File: config.mk
export PLATFORM = sky130hd
export DESIGN_NAME = mips_fetch_mem_unit
export DESIGN_NICKNAME = d
export VERILOG_FILES = /design/src/rtl/mips_fetch_mem_unit_pkg.sv /design/src/rtl/mips_fetch_mem_unit_mem_port_fsm.sv /design/src/rtl/mips_fetch_mem_unit.sv
export SDC_FILE = /design/constraint.sdc
export NUM_CORES = 1
export LEC_CHECK = 0
export BUFFER_PORTS_ARGS = -buffer_cell sky130_fd_sc_hd__buf_2
export CORE_AREA = 2 2 133 135
export DETAILED_ROUTE_END_ITERATION = 16
export DIE_AREA = 0 0 135 137
export HOLD_SLACK_MARGIN = 0.02
export PLACE_DENSITY_LB_ADDON = 0.3
export SLEW_MARGIN = 20
export SYNTH_ARGS = -nofsm -noshare
export SYNTH_HDL_FRONTEND = slang
export SYNTH_SLANG_ARGS = --single-unit
File: constraint.sdc
create_clock -name clk -period 2 [get_ports clk]
set_clock_uncertainty 0.2 [all_clocks]
set_input_delay 0.2 -clock clk [delete_from_list [all_inputs] [get_ports clk]]
set_output_delay 0.2 -clock clk [all_outputs]
set_load 0.1 [all_outputs]
File: src/rtl/mips_fetch_mem_unit_pkg.sv
// Shared constants for the multicycle MIPS front end: opcode/funct values,
// memory-port FSM encodings and instruction field helpers.
package mips_fetch_mem_unit_pkg;

  localparam logic [5:0] OP_RTYPE = 6'h00;
  localparam logic [5:0] OP_J     = 6'h02;
  localparam logic [5:0] OP_JAL   = 6'h03;
  localparam logic [5:0] OP_BEQ   = 6'h04;
  localparam logic [5:0] OP_LW    = 6'h23;
  localparam logic [5:0] OP_SW    = 6'h2b;
  localparam logic [5:0] FN_ADD   = 6'h20;
  localparam logic [5:0] FN_JR    = 6'h08;

  localparam logic [0:0] StIdle = 1'b0;
  localparam logic [0:0] StWait = 1'b1;

  function automatic logic [5:0] op_field(input logic [31:0] ir);
    return ir[31:26];
  endfunction

  function automatic logic [5:0] funct_field(input logic [31:0] ir);
    return ir[5:0];
  endfunction

endpackage

File: src/rtl/mips_fetch_mem_unit_mem_port_fsm.sv
// IDLE/WAIT handshake for the single shared memory port; generates mem_req,
// stall, and the capture/complete strobes used by the datapath.
module mem_port_fsm
  import mips_fetch_mem_unit_pkg::*;
(
  input  logic clk,
  input  logic rst,
  input  logic access,
  input  logic mem_ready,
  output logic mem_req,
  output logic stall,
  output logic complete,
  output logic capture,
  output logic in_wait
);

  logic [0:0] state_q, state_d;

  always_comb begin
    state_d = state_q;
    unique case (state_q)
      StIdle:  if (access && !mem_ready) state_d = StWait;
      StWait:  if (mem_ready) state_d = StIdle;
      default: state_d = StIdle;
    endcase
  end

  always_ff @(posedge clk) begin
    if (rst) state_q <= StIdle;
    else     state_q <= state_d;
  end

  assign in_wait  = (state_q == StWait);
  assign mem_req  = in_wait | access;
  assign stall    = mem_req & ~mem_ready;
  assign complete = mem_req & mem_ready;
  // Access request attributes are latched on the cycle we enter WAIT.
  assign capture  = ~in_wait & access & ~mem_ready;

endmodule

File: src/rtl/mips_fetch_mem_unit.sv
// Multicycle MIPS datapath front end: PC, IR and MDR, next-PC and memory
// address selection, driven directly by the control FSM's strobes.
module mips_fetch_mem_unit
  import mips_fetch_mem_unit_pkg::*;
#(
  parameter int unsigned       WIDTH    = 32,
  parameter logic [WIDTH-1:0]  RESET_PC = WIDTH'(32'h0040_0000)
) (
  input  logic             clk,
  input  logic             rst,
  input  logic             PC_Write,
  input  logic             Branch,
  input  logic             PC_Src,
  input  logic             PC_J,
  input  logic             IorD,
  input  logic             IR_Write,
  input  logic             Mem_Write,
  input  logic [WIDTH-1:0] alu_result,
  input  logic [WIDTH-1:0] alu_out,
  input  logic             zero,
  input  logic [WIDTH-1:0] reg_b,
  input  logic [WIDTH-1:0] mem_rdata,
  input  logic             mem_ready,
  output logic             mem_req,
  output logic             mem_we,
  output logic [WIDTH-1:0] mem_addr,
  output logic [WIDTH-1:0] mem_wdata,
  output logic             stall,
  output logic [WIDTH-1:0] pc,
  output logic [WIDTH-1:0] instr,
  output logic [WIDTH-1:0] mdr,
  output logic [5:0]       Op,
  output logic [5:0]       Funct,
  output logic [4:0]       rs,
  output logic [4:0]       rt,
  output logic [4:0]       rd,
  output logic [15:0]      imm
);

  logic             access, complete, capture, in_wait;
  logic [WIDTH-1:0] pc_q, ir_q, mdr_q, addr_q;
  logic             we_q, ir_wr_q, mdr_wr_q;
  logic [WIDTH-1:0] addr_sel, pc_next;
  logic             we_sel, ir_wr_sel, mdr_wr_sel, pc_en;

  assign access = IR_Write | Mem_Write | IorD;

  mem_port_fsm u_mem_port_fsm (
    .clk       (clk),
    .rst       (rst),
    .access    (access),
    .mem_ready (mem_ready),
    .mem_req   (mem_req),
    .stall     (stall),
    .complete  (complete),
    .capture   (capture),
    .in_wait   (in_wait)
  );

  // While waiting, the port presents the attributes captured at request time.
  assign addr_sel   = in_wait ? addr_q   : (IorD ? alu_out : pc_q);
  assign we_sel     = in_wait ? we_q     : Mem_Write;
  assign ir_wr_sel  = in_wait ? ir_wr_q  : IR_Write;
  assign mdr_wr_sel = in_wait ? mdr_wr_q : (IorD & ~Mem_Write);

  assign mem_addr  = addr_sel;
  assign mem_we    = we_sel & mem_req;
  assign mem_wdata = reg_b;

  // PC_Write dominates Branch simply by OR-ing; jump target uses the current IR.
  assign pc_en = (PC_Write | (Branch & zero)) & ~stall;

  always_comb begin
    pc_next = alu_result;
    if (PC_Src) begin
      if (PC_J) pc_next = alu_out;
      else      pc_next = {pc_q[WIDTH-1:28], ir_q[25:0], 2'b00};
    end
  end

  always_ff @(posedge clk) begin
    if (rst) begin
      pc_q     <= RESET_PC;
      ir_q     <= '0;
      mdr_q    <= '0;
      addr_q   <= '0;
      we_q     <= 1'b0;
      ir_wr_q  <= 1'b0;
      mdr_wr_q <= 1'b0;
    end else begin
      if (pc_en) pc_q <= pc_next;
      if (complete && ir_wr_sel) ir_q <= mem_rdata;
      if (complete && mdr_wr_sel) mdr_q <= mem_rdata;
      if (capture) begin
        addr_q   <= addr_sel;
        we_q     <= we_sel;
        ir_wr_q  <= ir_wr_sel;
        mdr_wr_q <= mdr_wr_sel;
      end
    end
  end

  assign pc    = pc_q;
  assign instr = ir_q;
  assign mdr   = mdr_q;
  assign Op    = op_field(ir_q[31:0]);
  assign Funct = funct_field(ir_q[31:0]);
  assign rs    = ir_q[25:21];
  assign rt    = ir_q[20:16];
  assign rd    = ir_q[15:11];
  assign imm   = ir_q[15:0];

endmodule

[After elaboration in Yosys (flattened, before gate mapping)]
Cells that the tools add are included.
Word-level totals
  flip-flop bits (word level): 132
  bits of input ports: 139
  output and inout bits: 206
  logic and storage cells: 41
Operators by class
  eq/ne operators: 1
  mux-type cells: 10
  bitwise operators: 16
  reductions and logical operators: 5
Operators by type and width (count)
  32-bit 2-to-1 mux: 4
  1-bit bitwise AND: 8
  1-bit 2-to-1 mux: 5
  1-bit inverter: 4
  1-bit bitwise OR: 4
  1-bit logical AND: 3
  2-bit by 1-bit != test with 1-bit output, second input constant: 1
  1-bit one-hot mux with 2 select lines: 1
  2-bit AND reduction: 1
  1-bit zero test: 1

[Logic depth before layout (Yosys ltp)]
Gate-level depths: netlist of run 1.
  depth after elaboration: 7
  depth in mapped cells: 6
  gate-level depth less buffers: 4

[By module]
From an unflattened synthesis of run 1, not the netlist that was laid out.
Second synthesis, totals
  cells, all modules: 792
  area total of the unflattened synthesis: 6912.9 um2
By module, submodules not included
  mips_fetch_mem_unit: instances 1, cells each 785, area an instance 6852.8 um2
  mem_port_fsm: instances 1, cells each 7, area an instance 60.1 um2

[Least setup slack after synthesis of run 1]
No wires, ideal clock.
  path type: register -> register
  start: reg pc_q[22] (netlist: pc[22])
  end: reg addr_q[22]
  setup time: 0.071 ns
  arrival time: 3.615 ns
  setup slack: -1.886 ns
  stages on the path, launching flop included: 4
  buffers on the path: 0
  clock period less this slack: 3.886 ns
  cells stage by stage: dfxtp_1 -> mux2i_1 -> o21ai_0 -> a22o_1
Between the ends
  cells in the longest elaborated chain, start to end: 2
Ends and longest elaborated chain
  from (decl): RTL line mips_fetch_mem_unit.sv:41  | logic [WIDTH-1:0] pc_q, ir_q, mdr_q, addr_q;
  from (signal assigned): RTL line mips_fetch_mem_unit.sv:91  | if (pc_en) pc_q <= pc_next;
  32-bit 2-to-1 mux (2 in a row): RTL line mips_fetch_mem_unit.sv:61  | assign addr_sel = in_wait ? addr_q : (IorD ? alu_out : pc_q);
  net mem_addr[22]: RTL line mips_fetch_mem_unit.sv:26  | output logic [WIDTH-1:0] mem_addr,
  to (signal assigned): RTL line mips_fetch_mem_unit.sv:95  | addr_q <= addr_sel;
  to (decl): RTL line mips_fetch_mem_unit.sv:41
The timed path passes the listed nets, and every way through them passes these cells.
A chain may end at the register's enable or synchronous reset.

[Worst setup path after layout of run 1]
  start: reg u_mem_port_fsm.state_q (netlist: u_mem_port_fsm.in_wait)
  end: out mem_addr[22]
Between the ends
  cells in the longest elaborated chain, start to end: 1
Ends and longest elaborated chain
  from (decl): RTL line mips_fetch_mem_unit_mem_port_fsm.sv:17  | logic [0:0] state_q, state_d;
  from (signal assigned): RTL line mips_fetch_mem_unit_mem_port_fsm.sv:29  | if (rst) state_q <= StIdle;
  from (signal assigned): RTL line mips_fetch_mem_unit_mem_port_fsm.sv:30  | else state_q <= state_d;
  32-bit 2-to-1 mux: RTL line mips_fetch_mem_unit.sv:61
  to (decl): RTL line mips_fetch_mem_unit.sv:26
No other way between the ends.

==> results.json, run 1 <==
{
  "wl_per_cell_microns": 18.7,
  "avgSynthCellArea_sq_um": 8.68,
  "wl_met2_mm": 11.8,
  "final_util_pct": 61.5,
  "nNetsFinal": 1192,
  "die_w_microns": 135,
  "maxCapViolCount": 0,
  "synthMuxAreaShare_pct": 18.5,
  "grt_start_max_net_pins": 51,
  "crit_slowest_cell": "dfxtp_4",
  "synth.top_cell.area_share_pct": 38.8,
  "placementRows": 48,
  "layout_commonest_cell": "buf_2",
  "clkSlewWorstSetupHoldPaths_ps": 70,
  "leakage_nw": 4.83,
  "seqCellArea_sq_mm": 0.00269,
  "dp_hpwl_mm": 15.8,
  "synth_ff_type": "dfxtp_1",
  "drtPass1Iterations": 6,
  "status": "finished clean",
  "yosys_warnings": 0,
  "gp_congestion": 0.861,
  "yosys-top-cells-area": "dfxtp_1 39%, mux2i_1 17%, buf_4 8.4%",
  "seq_area_frac_synth_pct": 38.8,
  "synthCells": 785,
  "max_stage_delay_ps": 380,
  "synth_edf_count": 0,
  "totalWireLength_mm": 24.2,
  "multi_input_area_sq_mm": 0.00372,
  "whs_ps": 28.1,
  "ios": 345,
  "cp_cell_sequence": "buf_12, buf_16, o21ai_4, buf_12",
  "grt_usage_pct": 24.8,
  "grt_pass1_wl_mm": 35.4,
  "grt_overflow_total": 0,
  "highest_layer": "met4",
  "synth_cell_types": 35,
  "relSlewSlack_pct": 64.7,
  "clockBufferDepth": 2,
  "finalCriticalPeriod_ps": 1980,
  "synth_top_family_by_area": "multiplexers",
  "synthXorXnorAreaFrac_pct": 0,
  "min_from": "mem_ready",
  "post-route-drc-count": 0,
  "hold_path_class": "in2reg",
  "clock_latency_ps": 430,
  "cts_buffers": 17,
  "worstPathRequired_ps": 1600,
  "tns_ps": 0,
  "critPathKind": "reg2out",
  "syn_area_sq_mm": 0.00681,
  "finalNonFillerCells": 1292,
  "detail-route-antenna-nets": 0,
  "rsz0062_at_grt": "true",
  "finalMaxSlewViolations": 0,
  "synth_top_cell_by_area": "dfxtp_1",
  "final-setup-viol-count": 0,
  "die_h_microns": 137,
  "reg2reg_from": "u_mem_port_fsm.in_wait",
  "post-place-cells": 1177,
  "start_kind": "register",
  "cts_tree": "built",
  "syn_nets": 924,
  "p_per_area_mw_per_mm2": 880,
  "cp_data_arrival_time_ps": 1580,
  "critPathCaptureType": "primary output",
  "yosys.area_share.adder_pct": 0,
  "grt_pass1_vias": 6472,
  "worst_pin_slew_ps": 533,
  "ys_ff_latch": 132,
  "core_sq_mm": 0.0171,
  "drt-met1-wl_mm": 10.4,
  "cts_root_buffer": "clkbuf_16",
  "final.period_utilization_pct": 98.8,
  "cpMostUsedCell": "buf_12",
  "fillers": 1454,
  "peakVddDrop_uv": 708,
  "setup_ws_ps": 24.0,
  "drtIter0Drc": 457,
  "initial_core_util_pct": 39.9,
  "yosys.area_share.simple_pct": 13.3,
  "vias": 6759,
  "ctsHtreeMaxLevel": 4,
  "die-area_sq_mm": 0.0185,
  "max_clock_freq_mhz": 506,
  "crit_fanout": 10,
  "dpl_worst_slack_ps": 211,
  "met3_length_mm": 1.54,
  "finalHoldViolCount": 0,
  "final_cell_mix": "245 x buf_2, 115 x mux2i_1, 102 x nand2_1",
  "io_buffers": 280,
  "antenna_found_initial": 2,
  "synth_compound_area_share_pct": 16.4,
  "drive_above_1_share_pct": 42.9,
  "async_flop_share_pct": 0,
  "numClockSinks": 132,
  "syn_to_final_growth_pct": 53.9,
  "drt-vias-per-instance": 5.23,
  "crit_start": "u_mem_port_fsm.in_wait"
}
power by group:
part | leakage, nW | internal, mW | total (mW) | switching (mW)
logic | 3.44 | 0.903 | 3.14 | 2.23
registers | 1.09 | 2.78 | 2.90 | 0.125
clock network | 0.296 | 1.92 | 3.19 | 1.27
flip-flops by register name, summed over array words and instances, names as in the netlist:
signal                  flops
we_q                        1
pc                         32
mdr_wr_q                    1
instr                      32
mdr                        32
u_mem_port_fsm.in_wait      1
addr_q                     32
ir_wr_q                     1
critical path: cells and delay by family (launching register included):
family | cells | cell delay [ps]
AOI/OAI and AO/OA | 1 | 220
DFF | 1 | 380
buffers and inverters | 3 | 540
path summary, 6_finish.rpt:
path	slack [ps]	cells past startpoint	endpoint
hold / removal	30	3	pc[22]
hold reg to reg	260	2	mdr[7]
setup / recovery	20	4	mem_addr[22]
setup reg to reg	200	6	addr_q[8]
timing repair:
action,4_1_cts,5_1_grt
setup buffers,2,3
hold buffers,70,0
pin swaps,6,9
gates cloned,2,5
gates resized for setup,8,24
endpoints found under the hold margin,99,0
endpoints found under the setup margin,33,33
cells in the mapped netlist, types with 2 or more instances:
cell,count
dfxtp_1,132
nand2_1,124
mux2i_1,116
buf_4,76
o21ai_0,64
a21oi_1,41
clkbuf_1,40
nand3_1,38
a22o_1,32
nor2_1,27
a211o_1,25
buf_2,18
mux2_2,9
nand2b_1,6
nor2b_1,6
buf_1,4
buf_6,4
inv_1,4
nor3_1,2
o31ai_1,2
stage by stage:
| step | power [mW] | area [sq um] |
|---|---|---|
| 6_report | 9.23 | 10500 |
| 4_1_cts | 9.19 | 10300 |
| 3_3_place_gp | 5.87 | 8890 |
| 3_5_place_dp | 5.88 | 8890 |
| 5_1_grt | 9.50 | 10500 |
| 2_1_floorplan | 5.45 | 7240 |
kinds of logic after synthesis:
| logic type | count (synthesis) |
|---|---|
| DFF | 132 |
| AOI/OAI and AO/OA | 172 |
| muxes | 125 |
| and+or+nand+nor | 209 |
| buffers and inverters | 147 |
final cells by class:
| class | instances | share of cell area, % |
|---|---|---|
| antenna | 2 | 0.0477 |
| multi-input combinational | 506 | 35.5 |
| inverter | 5 | 0.251 |
| clock buffer | 18 | 4.30 |
| sequential | 132 | 25.6 |
| clock inverter | 13 | 1.42 |
| timing repair buffer | 391 | 30.2 |
| tap | 225 | 2.68 |
routing by layer:
metal	track usage [%]	vias up
li1	-	3200
met1	33.0	3243
met2	39.4	282
met3	5.74	34
met4	8.51	0
met5	0	-
Power figures use the tool's default switching activity.
==> run 2: changes to the inputs <==
- PLACE_DENSITY: not set -> 0.84
- PLACE_DENSITY_LB_ADDON: 0.3 -> not set
- SETUP_SLACK_MARGIN: not set -> 0.3
- TNS_END_PERCENT: not set -> 100
==> results.json, run 2 (synthesis gave the netlist of run 1 again) <==
{
  "post-place-cells": 1171,
  "critPathCaptureType": "primary output",
  "core_sq_mm": 0.0171,
  "seqCellArea_sq_mm": 0.00281,
  "io_buffers": 280,
  "cts_root_buffer": "clkbuf_16",
  "finalCriticalPeriod_ps": 2030,
  "setup_ws_ps": -26.8,
  "clock_latency_ps": 430,
  "totalWireLength_mm": 27.8,
  "clockBufferDepth": 2,
  "switchingPower_mw": 3.72,
  "final-setup-viol-count": 13,
  "p_sw_share_pct": 39.4,
  "violations": "negative setup slack",
  "start_kind": "register",
  "syn_to_final_growth_pct": 60.6,
  "dpl_cell_area_sq_mm": 0.00893,
  "die-area_sq_mm": 0.0185,
  "hold_path_class": "in2reg",
  "antenna_found_initial": 1,
  "peakVddDrop_uv": 594,
  "grt_pass1_vias": 6850,
  "die_w_microns": 135,
  "grt_pass1_wl_mm": 38.4,
  "max_clock_freq_mhz": 493,
  "p_per_area_mw_per_mm2": 863,
  "grt_usage_pct": 27.1,
  "dp_hpwl_mm": 16.5,
  "gp_congestion": 0.917,
  "fillers": 1282,
  "relSlewSlack_pct": 55.6,
  "comb_power_share_pct": 34.7,
  "vias": 7210,
  "worst_pin_slew_ps": 665,
  "finalNonFillerCells": 1295,
  "worstPathRequired_ps": 1600,
  "cts_tree": "built",
  "finalHoldViolCount": 0,
  "drtIter0Drc": 541,
  "detail-route-antenna-nets": 0,
  "die_h_microns": 137,
  "pwr-share-seq_pct": 30.7,
  "finalMaxSlewViolations": 0,
  "cpMostUsedCell": "buf_12",
  "multi_input_area_sq_mm": 0.00386,
  "cts_buffers": 17,
  "status": "finished with violations",
  "numClockSinks": 132,
  "whs_ps": 42.2,
  "rsz0062_at_grt": "true",
  "final_cell_mix": "222 x buf_2, 113 x nand2_1, 111 x mux2i_1",
  "nNetsFinal": 1195,
  "ctsHtreeMaxLevel": 4,
  "grt_start_max_net_pins": 57,
  "crit_buf_inv": 4,
  "post-route-drc-count": 0,
  "ios": 345,
  "dpl_worst_slack_ps": -84.8,
  "max_stage_delay_ps": 390,
  "drt-vias-per-instance": 5.57,
  "critPathKind": "reg2out",
  "cp_cell_sequence": "buf_12, buf_8, clkbuf_16, o21ai_4, buf_12",
  "crit_slowest_cell": "dfxtp_4",
  "p_int_mw": 5.72,
  "leakage_nw": 5.00,
  "grt_overflow_total": 0,
  "placementRows": 48,
  "layout_commonest_cell": "buf_2",
  "clkSlewWorstSetupHoldPaths_ps": 60,
  "cp_data_arrival_time_ps": 1630,
  "maxCapViolCount": 0,
  "crit_fanout": 7,
  "wl_per_cell_microns": 21.4,
  "initial_core_util_pct": 39.9,
  "drtPass1Iterations": 5,
  "final.period_utilization_pct": 101,
  "power_frac_clock_pct": 34.6,
  "drive_above_1_share_pct": 46.8,
  "final_area_sq_mm": 0.0109,
  "final_util_pct": 64.1,
  "crit_family": "buffers and inverters"
}
==> run 2: changes by cell type in the layout (fill, tap and decap cells not counted), sizes merged <==
| cell | delta |
|---|---|
| bufinv | -1 |
| clkinv | -1 |
| buf | -3 |
| a21oi | +1 |
| dlygate4sd3 | -6 |
| clkbuf | +14 |
| diode | -1 |
==> run 2: power by group through the flow <==
| stage | clock network, mW | logic [mW] | registers, mW |
|---|---|---|---|
| floorplan | 0 | 1.83 | 3.62 |
| global placement | 0 | 2.89 | 2.94 |
| detailed placement | 0 | 2.92 | 2.94 |
| CTS | 3.30 | 3.11 | 2.90 |
| global route | 3.42 | 3.36 | 2.92 |
| finish | 3.27 | 3.27 | 2.90 |
==> run 2: path summary, 6_finish.rpt <==
path | from | to | slack (ps) | cells after the start
setup / recovery | u_mem_port_fsm.in_wait | mem_addr[31] | -30 | 5
hold / removal | alu_out[5] | pc[5] | 40 | 4
setup reg to reg | u_mem_port_fsm.in_wait | mdr[17] | 70 | 7
hold reg to reg | mdr[4] | mdr[4] | 250 | 2
==> run 2: stage by stage <==
step | power, mW | TNS (ps)
global route | 9.69 | -716
floorplan | 5.46 | -294
detailed placement | 5.87 | -2220
global placement | 5.83 | -1040
CTS | 9.31 | -7.60
finish | 9.45 | -215
==> run 2: timing repair <==
action,4_1_cts,5_1_grt
buffers inserted,6,11
pin swaps,39,5
setup endpoints to repair,138,168
gates cloned,4,6
gates resized for setup,42,52
hold buffers,64,0
endpoints found under the hold margin,95,0
==> run 2: worst register-to-register path: stages (launching register included) <==
cell,delay [ps]
dfxtp_4,420
clkbuf_4,200
buf_4,170
nand2_1,100
a21oi_4,210
buf_12,150
buf_12,140
mux2i_1,240
==> run 2: area by class of cell <==
cell class	count	share of cell area, %
well taps	225	2.57
flip-flops and latches	132	25.7
clock buffers	21	4.70
diodes	1	0.0229
clock inverters	11	1.02
repair buffers	393	30.5
multi-input cells	507	35.3
inverters	5	0.240
==> run 2: layer usage <==
| layer | part of all wire, % | up-vias | GRT usage, % |
|---|---|---|---|
| met4 | 3.8 | 0 | 13.4 |
| met2 | 50 | 403 | 44.7 |
| met3 | 6.6 | 90 | 6.33 |
| met1 | 40 | 3505 | 33.3 |
| li1 | - | 3212 | - |
| met5 | 0 | - | 0 |
==> run 3: changes to the inputs <==
==> constraint.sdc (replaced) <==
create_clock -name clk -period 2 [get_ports clk]
set_clock_uncertainty 0.2 [all_clocks]
set_input_delay 0.1 -clock clk [delete_from_list [all_inputs] [get_ports clk]]
set_output_delay 0.1 -clock clk [all_outputs]
set_load 0.1 [all_outputs]
==> results.json, run 3 (synthesis gave the netlist of run 1 again) <==
{
  "detail-route-antenna-nets": 0,
  "dpl_worst_slack_ps": 231,
  "final.period_utilization_pct": 94.7,
  "numClockSinks": 132,
  "seqCellArea_sq_mm": 0.00275,
  "comb_power_share_pct": 37.7,
  "pwr-share-seq_pct": 29.8,
  "p_sw_share_pct": 41.4,
  "die_w_microns": 135,
  "finalMaxSlewViolations": 0,
  "leakage_nw": 5.25,
  "p_int_mw": 5.73,
  "start_kind": "register",
  "relSlewSlack_pct": 32.2,
  "placementRows": 48,
  "initial_core_util_pct": 39.9,
  "drtPass1Iterations": 6,
  "clock_latency_ps": 420,
  "layout_commonest_cell": "buf_2",
  "final_cell_mix": "243 x buf_2, 136 x dlygate4sd3_1, 123 x nand2_1",
  "clkSlewWorstSetupHoldPaths_ps": 60,
  "tns_ps": 0,
  "final_util_pct": 68.0,
  "grt_usage_pct": 29.4,
  "ctsHtreeMaxLevel": 4,
  "die_h_microns": 137,
  "io_buffers": 280,
  "die-area_sq_mm": 0.0185,
  "syn_to_final_growth_pct": 70.3,
  "max_clock_freq_mhz": 528,
  "nNetsFinal": 1274,
  "maxCapViolCount": 0,
  "cts_buffers": 17,
  "cp_data_arrival_time_ps": 1590,
  "worstPathRequired_ps": 1700,
  "multi_input_area_sq_mm": 0.00383,
  "setup_ws_ps": 105,
  "gp_congestion": 0.885,
  "rsz0062_at_grt": "true",
  "drtIter0Drc": 482,
  "dpl_cell_area_sq_mm": 0.00895,
  "drt-vias-per-instance": 5.56,
  "grt_pass1_wl_mm": 41.5,
  "status": "finished clean",
  "critPathCaptureType": "primary output",
  "core_sq_mm": 0.0171,
  "peakVddDrop_uv": 599,
  "post-place-cells": 1170,
  "post-route-drc-count": 0,
  "finalHoldViolCount": 0,
  "power_frac_clock_pct": 32.5,
  "cts_tree": "built",
  "final_area_sq_mm": 0.0116,
  "final-setup-viol-count": 0,
  "cts_root_buffer": "clkbuf_16",
  "antenna_found_initial": 3,
  "p_total_mw": 9.77,
  "finalNonFillerCells": 1373,
  "ios": 345,
  "critPathKind": "reg2out",
  "clockBufferDepth": 2,
  "fillers": 1227,
  "grt_pass1_vias": 7449,
  "switchingPower_mw": 4.04,
  "worst_pin_slew_ps": 1010,
  "grt_overflow_total": 0,
  "p_per_area_mw_per_mm2": 842,
  "totalWireLength_mm": 29.3,
  "drive_above_1_share_pct": 43.0,
  "whs_ps": 35.8,
  "finalCriticalPeriod_ps": 1890,
  "vias": 7636,
  "hold_path_class": "in2reg",
  "wl_per_cell_microns": 21.3,
  "grt_start_max_net_pins": 55,
  "crit_fanout": 16,
  "dp_hpwl_mm": 16.2
}
[run 3: worst paths after layout]
kind | from | endpoint | slack, ps | cells past startpoint
min reg2reg | mdr[12] | mdr[12] | 260 | 2
max | u_mem_port_fsm.in_wait | mem_addr[11] | 110 | 5
max reg2reg | u_mem_port_fsm.in_wait | addr_q[15] | 120 | 8
min | PC_J | pc[30] | 40 | 3
[run 3: worst max-delay path: stages (launching register included)]
cell and delay (ps):
dfxtp_4 400, buf_4 170, clkbuf_16 190, nand2_1 120
o21ai_4 100, buf_12 200
[run 3: what timing repair did]
action	in CTS	in global routing
hold endpoints to repair	142	0
cloned	6	7
resized for setup	18	40
endpoints found under the setup margin	78	162
setup buffers	12	9
hold buffers	137	0
pin swaps	19	19
[run 3: cell type report]
| class | count | area share [%] |
|---|---|---|
| repair buffers | 473 | 35.5 |
| multi-input cells | 506 | 33.0 |
| flip-flops and latches | 132 | 23.7 |
| clock buffers | 17 | 3.67 |
| well taps | 225 | 2.43 |
| clock inverters | 14 | 1.43 |
| inverters | 5 | 0.226 |
| diodes | 1 | 0.0216 |
[run 3: per-layer routing]
metal	part of all wire (%)	vias up	wire, microns	global-route usage (%)
met1	39	3692	11300	35.4
met2	50	446	14600	49.9
met3	7.1	125	2090	7.15
met5	0.082	-	24	0
met4	4.3	4	1270	12.6
li1	-	3369	-	-
[run 3: power by group through the flow]
stage | registers (mW) | logic, mW | clock network, mW
2_1_floorplan | 3.64 | 1.84 | 0
3_3_place_gp | 2.95 | 2.92 | 0
3_5_place_dp | 2.96 | 2.94 | 0
4_1_cts | 2.90 | 3.52 | 3.24
5_1_grt | 2.92 | 3.78 | 3.33
6_report | 2.91 | 3.68 | 3.18
